`src/rtl/coin_acceptor.sv`:
```
// Coin credit accumulator: accepts coins, asks the vending controller to dispense once PRICE is met, refunds change as paced 10-unit pulses.
// Latency: credit updates one edge after a coin; coin_avail follows one cycle later when the controller is idle; coins are rejected outside IDLE/COLLECT.
module coin_acceptor #(
    parameter int PRICE          = 50,
    parameter int MAX_CREDIT     = 200,
    parameter int CREDIT_W       = 8,
    parameter int TIMEOUT_CYCLES = 30000000,
    parameter int PULSE_GAP      = 4
) (
    input  logic                clk,
    input  logic                reset_n,
    input  logic                coin_in,
    input  logic [1:0]          coin_value,
    input  logic                cancel,
    input  logic                machine_idle,
    output logic                coin_avail,
    output logic                coin_reject,
    output logic                change_pulse,
    output logic [CREDIT_W-1:0] credit,
    output logic                busy
);

    localparam int TIMER_W = (TIMEOUT_CYCLES > 1) ? $clog2(TIMEOUT_CYCLES) : 1;
    localparam int GAP_W   = (PULSE_GAP > 1) ? $clog2(PULSE_GAP) : 1;

    localparam logic [CREDIT_W-1:0] PRICE_C    = CREDIT_W'(PRICE);
    localparam logic [CREDIT_W:0]   MAX_C      = (CREDIT_W+1)'(MAX_CREDIT);
    localparam logic [CREDIT_W-1:0] STEP_C     = CREDIT_W'(10);
    localparam logic [TIMER_W-1:0]  TIMER_LAST = TIMER_W'(TIMEOUT_CYCLES - 1);
    localparam logic [GAP_W-1:0]    GAP_LAST   = GAP_W'(PULSE_GAP - 1);

    typedef enum logic [1:0] {
        IDLE    = 2'd0,
        COLLECT = 2'd1,
        REQUEST = 2'd2,
        CHANGE  = 2'd3
    } state_t;

    state_t               state, state_n;
    logic [CREDIT_W-1:0]  credit_n, credit_in;
    logic [TIMER_W-1:0]   timer, timer_n;
    logic [GAP_W-1:0]     gap_cnt, gap_n;
    logic [CREDIT_W:0]    coin_amt, coin_sum;
    logic                 coin_ok;
    logic                 avail_n, reject_n, pulse_n, busy_n;

    always_comb begin
        coin_amt = '0;
        case (coin_value)
            2'b00:   coin_amt = (CREDIT_W+1)'(10);
            2'b01:   coin_amt = (CREDIT_W+1)'(20);
            2'b10:   coin_amt = (CREDIT_W+1)'(50);
            default: coin_amt = (CREDIT_W+1)'(100);
        endcase
        // one extra bit so an over-limit sum cannot wrap into an acceptable value
        coin_sum  = {1'b0, credit} + coin_amt;
        coin_ok   = coin_in && (coin_sum <= MAX_C) &&
                    ((state == IDLE) || ((state == COLLECT) && !cancel));
        credit_in = coin_ok ? coin_sum[CREDIT_W-1:0] : credit;

        state_n  = state;
        credit_n = credit;
        timer_n  = timer;
        gap_n    = gap_cnt;
        pulse_n  = 1'b0;
        reject_n = coin_in && !coin_ok;

        case (state)
            IDLE: begin
                if (coin_ok) begin
                    state_n  = COLLECT;
                    credit_n = credit_in;
                    timer_n  = '0;
                end
            end
            COLLECT: begin
                if (cancel) begin
                    state_n = CHANGE;
                    pulse_n = 1'b1;
                end else if ((credit >= PRICE_C) && machine_idle) begin
                    state_n  = REQUEST;
                    credit_n = credit_in - PRICE_C;
                end else if ((credit < PRICE_C) && (timer == TIMER_LAST) && !coin_ok) begin
                    state_n = CHANGE;
                    pulse_n = 1'b1;
                end else begin
                    credit_n = credit_in;
                    if (coin_ok)
                        timer_n = '0;
                    else if (credit < PRICE_C)
                        timer_n = timer + TIMER_W'(1);
                end
            end
            REQUEST: begin
                if (credit != '0) begin
                    state_n = CHANGE;
                    pulse_n = 1'b1;
                end else begin
                    state_n = IDLE;
                end
            end
            CHANGE: begin
                // credit drops at the end of each pulse cycle; the gap then runs out before the next pulse or exit
                if (change_pulse) begin
                    credit_n = credit - STEP_C;
                    gap_n    = '0;
                end else if (gap_cnt == GAP_LAST) begin
                    if (credit == '0)
                        state_n = IDLE;
                    else
                        pulse_n = 1'b1;
                end else begin
                    gap_n = gap_cnt + GAP_W'(1);
                end
            end
            default: state_n = IDLE;
        endcase

        avail_n = (state_n == REQUEST);
        busy_n  = (state_n == REQUEST) || (state_n == CHANGE);
    end

    always_ff @(posedge clk) begin
        if (!reset_n) begin
            state        <= IDLE;
            credit       <= '0;
            timer        <= '0;
            gap_cnt      <= '0;
            coin_avail   <= 1'b0;
            coin_reject  <= 1'b0;
            change_pulse <= 1'b0;
            busy         <= 1'b0;
        end else begin
            state        <= state_n;
            credit       <= credit_n;
            timer        <= timer_n;
            gap_cnt      <= gap_n;
            coin_avail   <= avail_n;
            coin_reject  <= reject_n;
            change_pulse <= pulse_n;
            busy         <= busy_n;
        end
    end

endmodule

```
`config.mk`:
```
export PLATFORM = sky130hd
export DESIGN_NAME = coin_acceptor
export DESIGN_NICKNAME = d
export VERILOG_FILES = /design/src/rtl/coin_acceptor.sv
export SDC_FILE = /design/constraint.sdc
export NUM_CORES = 1
export LEC_CHECK = 0
export CAP_MARGIN = 25
export CORE_MARGIN = 3
export CORE_UTILIZATION = 54
export CTS_CLUSTER_SIZE = 20
export DETAILED_ROUTE_END_ITERATION = 6
export PLACE_DENSITY = 0.77
export SLEW_MARGIN = 20
export SYNTH_ARGS = -nofsm -noshare
export SYNTH_HDL_FRONTEND = slang
export SYNTH_SLANG_ARGS = --single-unit
```
`constraint.sdc`:
```
create_clock -name clk -period 4.2 [get_ports clk]
set_input_delay 0.84 -clock clk [delete_from_list [all_inputs] [get_ports clk]]
set_output_delay 0.84 -clock clk [all_outputs]
set_load 0.005 [all_outputs]
```
==> summary.md, run 1 <==
| Metric | Value |
|---|---|
| FF-to-FF Start | `credit[2]` |
| Pwr/cell area | `720 nW/µm²` |
| Setup crit end kind | `register` |
| Min Tclk post-route | `4110 ps` |
| Worst min-delay path startpoint | `timer[1]` |
| Clock skew | `14.5 ps` |
| Slew headroom | `59.9%` |
| Die ar. | `6440 µm²` |
| WL/cell | `14.6 µm` |
| I/O pins | `19` |
| Routed wire length | `7330 µm` |
| Design area | `3730 µm²` |
| Area grow syn2layout | `25.3%` |
| Startpoint Class | `primary input` |
| Reg2reg end | `credit[5]` |
| Worst hold endpoint | `timer[1]` |
| Ranking of synthesized cells by area | `dfxtp_1 26%, nor2_1 6.6%, ha_1 6.3%` |
| Share of layout cells above drive strength 1 | `23.9%` |
| CTS Buffer Depth | `2` |
| Root Buffer | `clkbuf_8` |
| Fmax | `0.243 GHz` |
| Skew-Pair Late Insertion Delay | `300 ps` |
| Hold path depth | `2` |
| Vert. Die Dim | `80.2 µm` |
| Routed vias | `2,895` |
| Crit Path Class | `primary input to register` |
| Core area | `5200 µm²` |
| Slew @ Worst Pin | `601 ps` |
| VDD IR max | `0.444 mV` |
| Grt ovf | `0` |
| Mapped Cells | `370` |
| FF+latch count, synth | `39` |
| Antenna violations before repair | `0` |
| Htree depth | `2` |
| Hold Crit Class | `register to register` |
| Filler instances | `417` |
| Reg2reg setup slack | `550 ps` |
| Starting density of the core | `57.2%` |
| Syn avg cell area | `8.04 µm²` |
| Maxcap violations | `0` |
| Iteration-0 DRC Markers | `115` |
| Placed cell area | `3560 µm²` |
| TritonCTS clock tree | `built` |
| Fin. max-slew vios | `0` |
| Total Power | `2.69 mW` |
| Final nets | `453` |
| CTS Buf Count | `5` |
| GP Congestion | `0.936` |
| Post-Syn Area | `2980 µm²` |
| Final setup viols | `0` |
| DP HPWL | `5500 µm` |
| Via density | `5.78` |
| Critical Path AT | `4300 ps` |
| Ys flop type | `dfxtp_1` |
| Final Cycle Share | `97.8%` |
| N_diodes | `0` |
| Post-synthesis async set-or-reset flop share | `0%` |
| Mapped Nets | `393` |
| Residual DRC | `0` |
| All-layer global routing usage | `24.7%` |
| Sequential area share after synthesis | `26.2%` |
| Clk slew on worst S/H paths | `90 ps` |
| Routed Antenna Nets | `0` |
| Synth warn | `0` |
| Leakage | `1.47 nW` |
| Crit path required time | `4390 ps` |
| Synth top area share | `26.2%` |
| First-pass GRT wire length | `12,600 µm` |
| FP Rows | `26` |
| CTS sink count | `39` |
| FF/Latch Area | `781 µm²` |
| Reg2Reg Depth | `14` |
| Status | `finished, final reports clean` |
| Synth cell count leaders | `52 x nor2_1, 39 x dfxtp_1, 35 x nand2_1` |
| Largest net degree at the start of global routing | `23` |
| Area leader, netlist | `dfxtp_1` |
| Most common cell in the netlist | `nor2_1` |
| Final Hold Vio Count | `0` |
| Synth unique cells | `77` |
| Post-synth EDFFs | `0` |
| Number of global-route vias before repair | `2,753` |
| PortBufs | `17` |
| Multi-input logic area | `2150 µm²` |
| Router iterations before antenna repair | `4` |
| Crit-path max FO | `4` |
| Die W | `80.2 µm` |
-- stage by stage --
stage	setup slack [ps]	hold slack (ps)	cells	utilization [%]	TNS, ps
2_1_floorplan	64.6	458	370	-	0
3_3_place_gp	-396	471	491	68.5	-3660
3_5_place_dp	-494	481	491	68.5	-5840
4_1_cts	23.9	493	501	71.0	0
5_1_grt	-31.9	525	501	71.7	-31.9
6_report	92.8	491	501	71.7	0
-- timing repair --
action	CTS	global route
pin swaps	6	9
hold endpoints to repair	0	0
buffers inserted	2	0
gates cloned	0	0
hold buffers	0	0
resized for setup	3	15
endpoints found under the setup margin	3	8
-- worst max-delay path by stage --
stage	cells after the start	slack (ps)	start	endpoint
after global placement	19	-400	coin_value[1]	credit[5]
after floorplan	19	60	coin_value[0]	credit[5]
final	19	90	coin_value[1]	credit[5]
after global routing	19	-30	coin_value[1]	credit[5]
after CTS	17	20	coin_value[0]	credit[5]
after detailed placement	19	-490	coin_value[1]	credit[5]
-- placed cells by master, fill, tap and decap left out, types with 4 or more instances in the layout --
| cell type | synthesis | routed |
|---|---|---|
| and2_1 | 4 | 4 |
| inv_1 | 11 | 8 |
| nand2_1 | 35 | 35 |
| xor2_1 | 17 | 17 |
| xnor2_1 | 14 | 14 |
| ha_1 | 15 | 12 |
| nand2b_1 | 4 | 4 |
| clkdlybuf4s50_1 | 0 | 15 |
| nor3_1 | 8 | 7 |
| clkbuf_8 | 0 | 5 |
| nand4_1 | 7 | 7 |
| buf_4 | 2 | 50 |
| and3_1 | 10 | 10 |
| o22ai_1 | 4 | 4 |
| dfxtp_1 | 39 | 39 |
| nor2_1 | 52 | 51 |
| nand3_1 | 11 | 11 |
| a21oi_1 | 20 | 17 |
| nor2b_1 | 7 | 6 |
| o21ai_0 | 9 | 9 |
-- per-layer routing --
| layer | GRT usage [%] | part of all wire [%] | up-vias |
|---|---|---|---|
| met5 | 0 | 0 | - |
| met1 | 35.2 | 48 | 1350 |
| li1 | - | - | 1437 |
| met4 | 5.74 | 1.4 | 0 |
| met2 | 39.0 | 45 | 95 |
| met3 | 3.81 | 5.1 | 13 |
-- power breakdown --
group,internal [mW],switching [mW]
sequential,0.418,0.104
combinational,0.889,0.958
clock,0.177,0.140
-- worst max-delay path, cell delays in order --
cell	delay [ps]
clkbuf_2	120
inv_1	70
ha_2	170
or2_4	240
ha_4	160
inv_2	50
fa_2	200
and2b_1	210
o22a_2	240
xnor2_4	180
a211o_4	370
a21oi_2	160
a21oi_2	60
ha_2	190
nand2b_1	80
and3_1	160
a31oi_1	50
or4_1	540
a41o_1	220
-- state kept, by name, indices dropped and copies added, names as in the netlist --
name	flops
state	1
change_pulse	1
gap_cnt	2
coin_reject	1
timer	25
credit	7
coin_avail	1
busy	1
-- layout make-up --
cell class                 count  area share, %
inverter                      12           1.21
clock buffer                   5           1.85
clock inverter                 3           1.17
multi-input combinational    304           57.6
tap                           70           2.35
sequential                    39           20.9
timing repair buffer          68           14.9
-- logic make-up after synthesis --
family,share of synthesized area [%]
AO/OA/AOI/OAI,22.4
XOR/XNOR,10.2
adder cells (fa/ha/maj),6.98
buffers and inverters,4.50
flip-flops,26.2
multiplexers,1.01
other,0.126
AND/OR/NAND/NOR,28.6
No activity file was read; power rests on OpenSTA's default activity.
==> run 2: changes to the inputs <==
--- a/config.mk
+++ b/config.mk
@@ -7,11 +7,12 @@
 export LEC_CHECK = 0
 export CAP_MARGIN = 25
 export CORE_MARGIN = 3
-export CORE_UTILIZATION = 54
-export CTS_CLUSTER_SIZE = 20
+export CORE_UTILIZATION = 60
+export CTS_CLUSTER_SIZE = 28
 export DETAILED_ROUTE_END_ITERATION = 6
-export PLACE_DENSITY = 0.77
+export PLACE_DENSITY = 0.81
 export SLEW_MARGIN = 20
 export SYNTH_ARGS = -nofsm -noshare
 export SYNTH_HDL_FRONTEND = slang
 export SYNTH_SLANG_ARGS = --single-unit
+export TNS_END_PERCENT = 20
==> constraint.sdc (replaced) <==
create_clock -name clk -period 5.3 [get_ports clk]
set_input_delay 1.06 -clock clk [delete_from_list [all_inputs] [get_ports clk]]
set_output_delay 1.06 -clock clk [all_outputs]
set_load 0.005 [all_outputs]
==> run 2 against run 1 <==
  * Sequential share of layout area rose by 2.6 points
  * Clock skew fell by 2.9 ps
  * Core utilization rose by 1.1 points
  * Worst setup slack improved by 260 ps
  * Worst hold slack improved by 17 ps
  * Clock power fell by 20%
  * Highest routed layer unchanged
==> summary.md, run 2 (synthesis gave the netlist of run 1 again) <==
| Metric | Value |
|---|---|
| I/O pins | `19 (unchanged)` |
| Setup Slack @ Placement | `64.0 ps (+558 ps)` |
| FP Rows | `24 (-7.7%)` |
| N_diodes | `0 (unchanged)` |
| Starting density of the core | `65.2% (+8.0 points)` |
| Filler instances | `384 (-7.9%)` |
| Final Hold Vio Count | `0 (unchanged)` |
| Post-CTS Hold Fix Bufs | `0 (unchanged)` |
| Crit-path max FO | `6 (+2)` |
| Slew @ Worst Pin | `768 ps (+168 ps)` |
| CTS sink count | `39 (unchanged)` |
| Biggest register | `timer` |
| Routed wire length | `6960 µm (-5.1%)` |
| Residual DRC | `0 (unchanged)` |
| Post-CTS setup buffer count | `0 (-2)` |
| Startpoint Class | `primary input` |
| CTS Buffer Depth | `2 (unchanged)` |
| Share of layout cells above drive strength 1 | `11.6% (-12 points)` |
| Leakage | `1.26 nW (-15%)` |
| Fin. max-slew vios | `0 (unchanged)` |
| Core area | `4560 µm² (-12%)` |
| Hold_ws | `508 ps (+17.2 ps)` |
| RSZ-0062 raised after global routing | `no` |
| First-pass GRT wire length | `11,900 µm (-5.4%)` |
| Hold path depth | `2 (unchanged)` |
| Most frequent cells in the layout | `52 x nor2_1, 39 x dfxtp_1, 35 x nand2_1` |
| Fmax | `0.202 GHz` |
| Routed vias | `2,794 (-3.5%)` |
| Max reg flops | `25 (unchanged)` |
| WL/cell | `15.3 µm (+4.7%)` |
| Root Buffer | `clkbuf_8` |
| Antenna violations before repair | `0 (unchanged)` |
| DP HPWL | `5250 µm (-4.5%)` |
| Setup_tns | `0 ps (unchanged)` |
| Critical Path AT | `5140 ps (+840 ps)` |
| Fin util | `72.7% (+1.1 points)` |
| Largest net degree at the start of global routing | `25 (+8.7%)` |
| All-layer global routing usage | `24.7% (+0.049 points)` |
| Total Power | `1.84 mW (-31%)` |
| Design area | `3320 µm² (-11%)` |
| Hold Crit Class | `register to register` |
| Crit path required time | `5490 ps (+1100 ps)` |
| Setup WS post-layout | `352 ps (+259 ps)` |
| Final Cycle Share | `93.4%` |
| Crit Path Class | `primary input to register` |
| Die W | `76.4 µm (-4.7%)` |
| Router iterations before antenna repair | `6 (+2)` |
| Vert. Die Dim | `76.4 µm (-4.7%)` |
| Reg2Reg Depth | `15 (+1)` |
| Die ar. | `5840 µm² (-9.3%)` |
| Clk slew on worst S/H paths | `80 ps (about the same)` |
| Routed Antenna Nets | `0 (unchanged)` |
| Layout Cells excl Fill | `454 (-9.4%)` |
| CTS Buf Count | `5 (unchanged)` |
| Maxcap violations | `0 (unchanged)` |
| Slew headroom | `48.7% (-11 points)` |
| Via density | `6.15 (+6.5%)` |
| Status | `finished, final reports clean` |
| Area grow syn2layout | `11.5%` |
| Iteration-0 DRC Markers | `193 (+68%)` |
| Final nets | `411 (-9.3%)` |
| Clock skew | `11.6 ps (-2.92 ps)` |
| Htree depth | `2 (unchanged)` |
| Min Tclk post-route | `4950 ps` |
| Placed cell area | `3210 µm² (-10%)` |
| Grt ovf | `0 (unchanged)` |
| Pwr/cell area | `555 nW/µm² (-23%)` |
| GP Congestion | `0.946 (+1.1%)` |
| Post-CTS resize count | `0 (-3)` |
| PortBufs | `17 (unchanged)` |
| Skew-Pair Late Insertion Delay | `300 ps (about the same)` |
| Setup crit end kind | `register` |
| Commonest non-fill, non-tap cell in the layout | `nor2_1` |
| Number of global-route vias before repair | `2,556 (-7.2%)` |
| Placed Instances | `446 (-9.2%)` |
| Final setup viols | `0 (unchanged)` |
| Top flop regs | `timer: 25 flops, credit: 7 flops, gap_cnt: 2 flops` |
| VDD IR max | `0.339 mV (-23%)` |
| TritonCTS clock tree | `built` |
run 2: metal layers:
layer / vias to the layer above / global-route usage (%) / wire length [µm]
li1: 1364 / - / -
met4: 0 / 9.60 / 172
met5: - / 0 / 0
met3: 20 / 6.97 / 614
met2: 133 / 37.1 / 3010
met1: 1277 / 33.5 / 3160
run 2: final cells by class:
type	instances	area, µm²	area share (%)
tap	65	81.3	2.45
clock buffer	5	68.8	2.07
sequential	39	781	23.5
timing repair buffer	26	238	7.16
clock inverter	3	43.8	1.32
multi-input combinational	304	2060	62.1
inverter	12	45.0	1.36
run 2: worst max-delay path: stages:
cell,delay (ps)
clkdlybuf4s50_1,530
inv_1,80
ha_1,200
or2_2,270
ha_1,220
inv_1,80
fa_1,200
and2b_1,210
o22a_1,240
xnor2_2,180
a211o_4,380
a21oi_1,150
a21oi_1,80
ha_1,240
nand2b_1,100
and3_1,160
a31oi_1,50
or4_1,500
a41o_1,220
run 2: where the power goes:
part           internal (mW)  switching (mW)  total (mW)
clock network          0.140           0.115       0.255
logic                  0.501           0.649        1.15
registers              0.331           0.107       0.438
run 2: path summary, 6_finish.rpt:
path	start	endpoint	slack [ps]
max	coin_value[1]	credit[5]	350
min	timer[1]	timer[1]	510
max reg2reg	credit[1]	credit[5]	1450
min reg2reg	timer[1]	timer[1]	510
==> run 3: changes to the inputs <==
--- a/config.mk
+++ b/config.mk
@@ -11,6 +11,7 @@
 export CTS_CLUSTER_SIZE = 28
 export DETAILED_ROUTE_END_ITERATION = 6
 export PLACE_DENSITY = 0.81
+export REMOVE_ABC_BUFFERS = 1
 export SLEW_MARGIN = 20
 export SYNTH_ARGS = -nofsm -noshare
 export SYNTH_HDL_FRONTEND = slang
==> run 3 against run 2 <==
  * Register-to-register slack worse by 80 ps
  * Count of clock-buffer cells in the layout unchanged
  * Wire length up 0.14%
  * Clock skew down 6.2 ps
  * Sequential cell count unchanged
  * Worst hold slack worse by 16 ps
  * Clock power about the same
  * Sequential share of layout area up 0.053 points
  * Core utilization down 0.16 points
  * Sequential power about the same
  * Critical path type unchanged
  * Critical endpoint is now credit[7]
  * Highest routed layer unchanged
==> summary.md, run 3 (synthesis gave the netlist of run 1 again) <==
| Metric | Value |
|---|---|
| Status | `finished, final reports clean` |
| Crit. Startpoint | `coin_value[1]` |
| Multi-input logic area | `2060 µm² (unchanged)` |
| Core area | `4560 µm² (unchanged)` |
| Router iterations before antenna repair | `5 (-1)` |
| CP most frequent cell | `ha_1` |
| Top flop regs | `timer: 25 flops, credit: 7 flops, gap_cnt: 2 flops` |
| FF-to-FF Start | `credit[1]` |
| Pwr/cell area | `554 nW/µm² (-0.30%)` |
| DP HPWL | `5160 µm (-1.8%)` |
| Htree depth | `2 (unchanged)` |
| Max reg flops | `25 (unchanged)` |
| RSZ-0062 raised after global routing | `no` |
| Critical Path AT | `5190 ps (+50 ps)` |
| CTS sink count | `39 (unchanged)` |
| Maxcap violations | `0 (unchanged)` |
| Critical Path Max Stage Delay | `540 ps (about the same)` |
| Final Cycle Share | `94.4% (+1.0 points)` |
| PortBufs | `17 (unchanged)` |
| Share of layout cells above drive strength 1 | `11.3% (-0.23 points)` |
| Slowest-stage cell, CP | `clkdlybuf4s50_1` |
| Residual DRC | `0 (unchanged)` |
| Root Buffer | `clkbuf_8` |
| Setup crit end kind | `register` |
| Grt met3 use | `4.02% (-3.0 points)` |
| Hold Crit Class | `register to register` |
| Crit path required time | `5490 ps (about the same)` |
| Worst min-delay path startpoint | `timer[1]` |
| Final Hold Vio Count | `0 (unchanged)` |
| Fin. max-slew vios | `0 (unchanged)` |
| Crit-path max FO | `5 (-1)` |
| Placed Instances | `445 (-0.22%)` |
| I/O pins | `19 (unchanged)` |
| FP Rows | `24 (unchanged)` |
| Setup WS post-layout | `298 ps (-53.5 ps)` |
| Slew @ Worst Pin | `767 ps (-1.18 ps)` |
| Post-CTS resize count | `0 (unchanged)` |
| Clk slew on worst S/H paths | `80 ps (about the same)` |
| CTS Buffer Depth | `2 (unchanged)` |
| Fmax | `0.200 GHz (-1.1%)` |
| FF/Latch Area | `781 µm² (unchanged)` |
| Area grow syn2layout | `11.3%` |
| Number of global-route vias before repair | `2,502 (-2.1%)` |
| Fin util | `72.6% (-0.16 points)` |
| Via density | `6.19 (+0.58%)` |
| Routed Antenna Nets | `0 (unchanged)` |
| Largest net degree at the start of global routing | `25 (unchanged)` |
| Setup_tns | `0 ps (unchanged)` |
| Leakage | `1.25 nW (-0.38%)` |
| Most frequent cells in the layout | `52 x nor2_1, 39 x dfxtp_1, 35 x nand2_1` |
| Final setup viols | `0 (unchanged)` |
| Die W | `76.4 µm (unchanged)` |
| Biggest register | `timer` |
| All-layer global routing usage | `24.2% (-0.47 points)` |
| Layout Cells excl Fill | `453 (-0.22%)` |
| Routed vias | `2,804 (+0.36%)` |
| Met2 Track Usage GR | `37.4% (+0.35 points)` |
| Routed wire length | `6970 µm (+0.14%)` |
| First-pass GRT wire length | `11,800 µm (-1.0%)` |
| Commonest non-fill, non-tap cell in the layout | `nor2_1` |
| Skew-Pair Late Insertion Delay | `300 ps (about the same)` |
| Post-CTS setup buffer count | `0 (unchanged)` |
| Die ar. | `5840 µm² (unchanged)` |
| Vert. Die Dim | `76.4 µm (unchanged)` |
| Worst path cell trace | `clkdlybuf4s50_1 -> inv_1 -> ha_1 -> or2_2 -> ha_1 -> inv_1 -> fa_1 -> nor2b_1 -> nor2_1 -> a21oi_2 -> a211oi_2 -> nor3_1 -> a21oi_1 -> ha_1 -> nand2_1 -> mux2i_1 -> o21ai_1 -> a211o_1 -> o221a_1` |
| Crit Path Class | `primary input to register` |
| VDD IR max | `0.343 mV (+1.2%)` |
| Iteration-0 DRC Markers | `199 (+3.1%)` |
| Antenna violations before repair | `0 (unchanged)` |
| Starting density of the core | `65.2% (unchanged)` |
| GP Congestion | `0.934 (-1.3%)` |
| Filler instances | `387 (+0.78%)` |
| Placed cell area | `3200 µm² (-0.23%)` |
| Post-CTS Hold Fix Bufs | `0 (unchanged)` |
| Total Power | `1.83 mW (-0.53%)` |
| Final nets | `410 (-0.24%)` |
| TritonCTS clock tree | `built` |
| Slew headroom | `48.8% (+0.079 points)` |
| Design area | `3310 µm² (-0.23%)` |
| CTS Buf Count | `5 (unchanged)` |
| Setup Slack @ Placement | `37.1 ps (-26.9 ps)` |
| WL/cell | `15.4 µm (+0.36%)` |
| Layer with the highest usage | `met2` |
| Hold_ws | `492 ps (-15.7 ps)` |
| Startpoint Class | `primary input` |
| N_diodes | `0 (unchanged)` |
| Grt ovf | `0 (unchanged)` |
| Routing usage on met1 | `34.8% (+1.3 points)` |
| Clock skew | `5.41 ps (-6.15 ps)` |
| Min Tclk post-route | `5000 ps (+53.5 ps)` |
## run 3: changes by cell type in the layout (fill, tap and decap cells not counted), sizes merged
cell,delta
buf,-1
## run 3: path summary, 6_finish.rpt
kind,slack [ps],end,depth (start not counted)
worst max-delay path,300,credit[7],19
worst min-delay path,490,timer[1],2
worst max register to register,1370,credit[7],15
worst min register to register,490,timer[1],2
## run 3: metal layers
metal,vias up,share of wire (%)
met5,-,0
met4,0,1.1
met3,8,9.0
met2,135,44
met1,1299,45
li1,1362,-
## run 3: area by class of cell
| type | instances | area share, % |
|---|---|---|
| Clock inverter | 3 | 1.32 |
| Tap cell | 65 | 2.46 |
| Inverter | 12 | 1.36 |
| Sequential cell | 39 | 23.6 |
| Clock buffer | 5 | 2.08 |
| Timing Repair Buffer | 25 | 6.95 |
| Multi-Input combinational cell | 304 | 62.3 |
## run 3: worst max-delay path: cells and delay by family
kind,cells,cell delay (ps)
buffers and inverters,3,710
muxes,1,230
and+or+nand+nor,5,770
AOI/OAI and AO/OA,6,1320
adders and majority gates,4,1120
## run 3: power breakdown
group | internal (mW) | switching (mW) | total [mW]
sequential | 0.331 | 0.105 | 0.437
combinational | 0.493 | 0.650 | 1.14
clock | 0.140 | 0.113 | 0.253
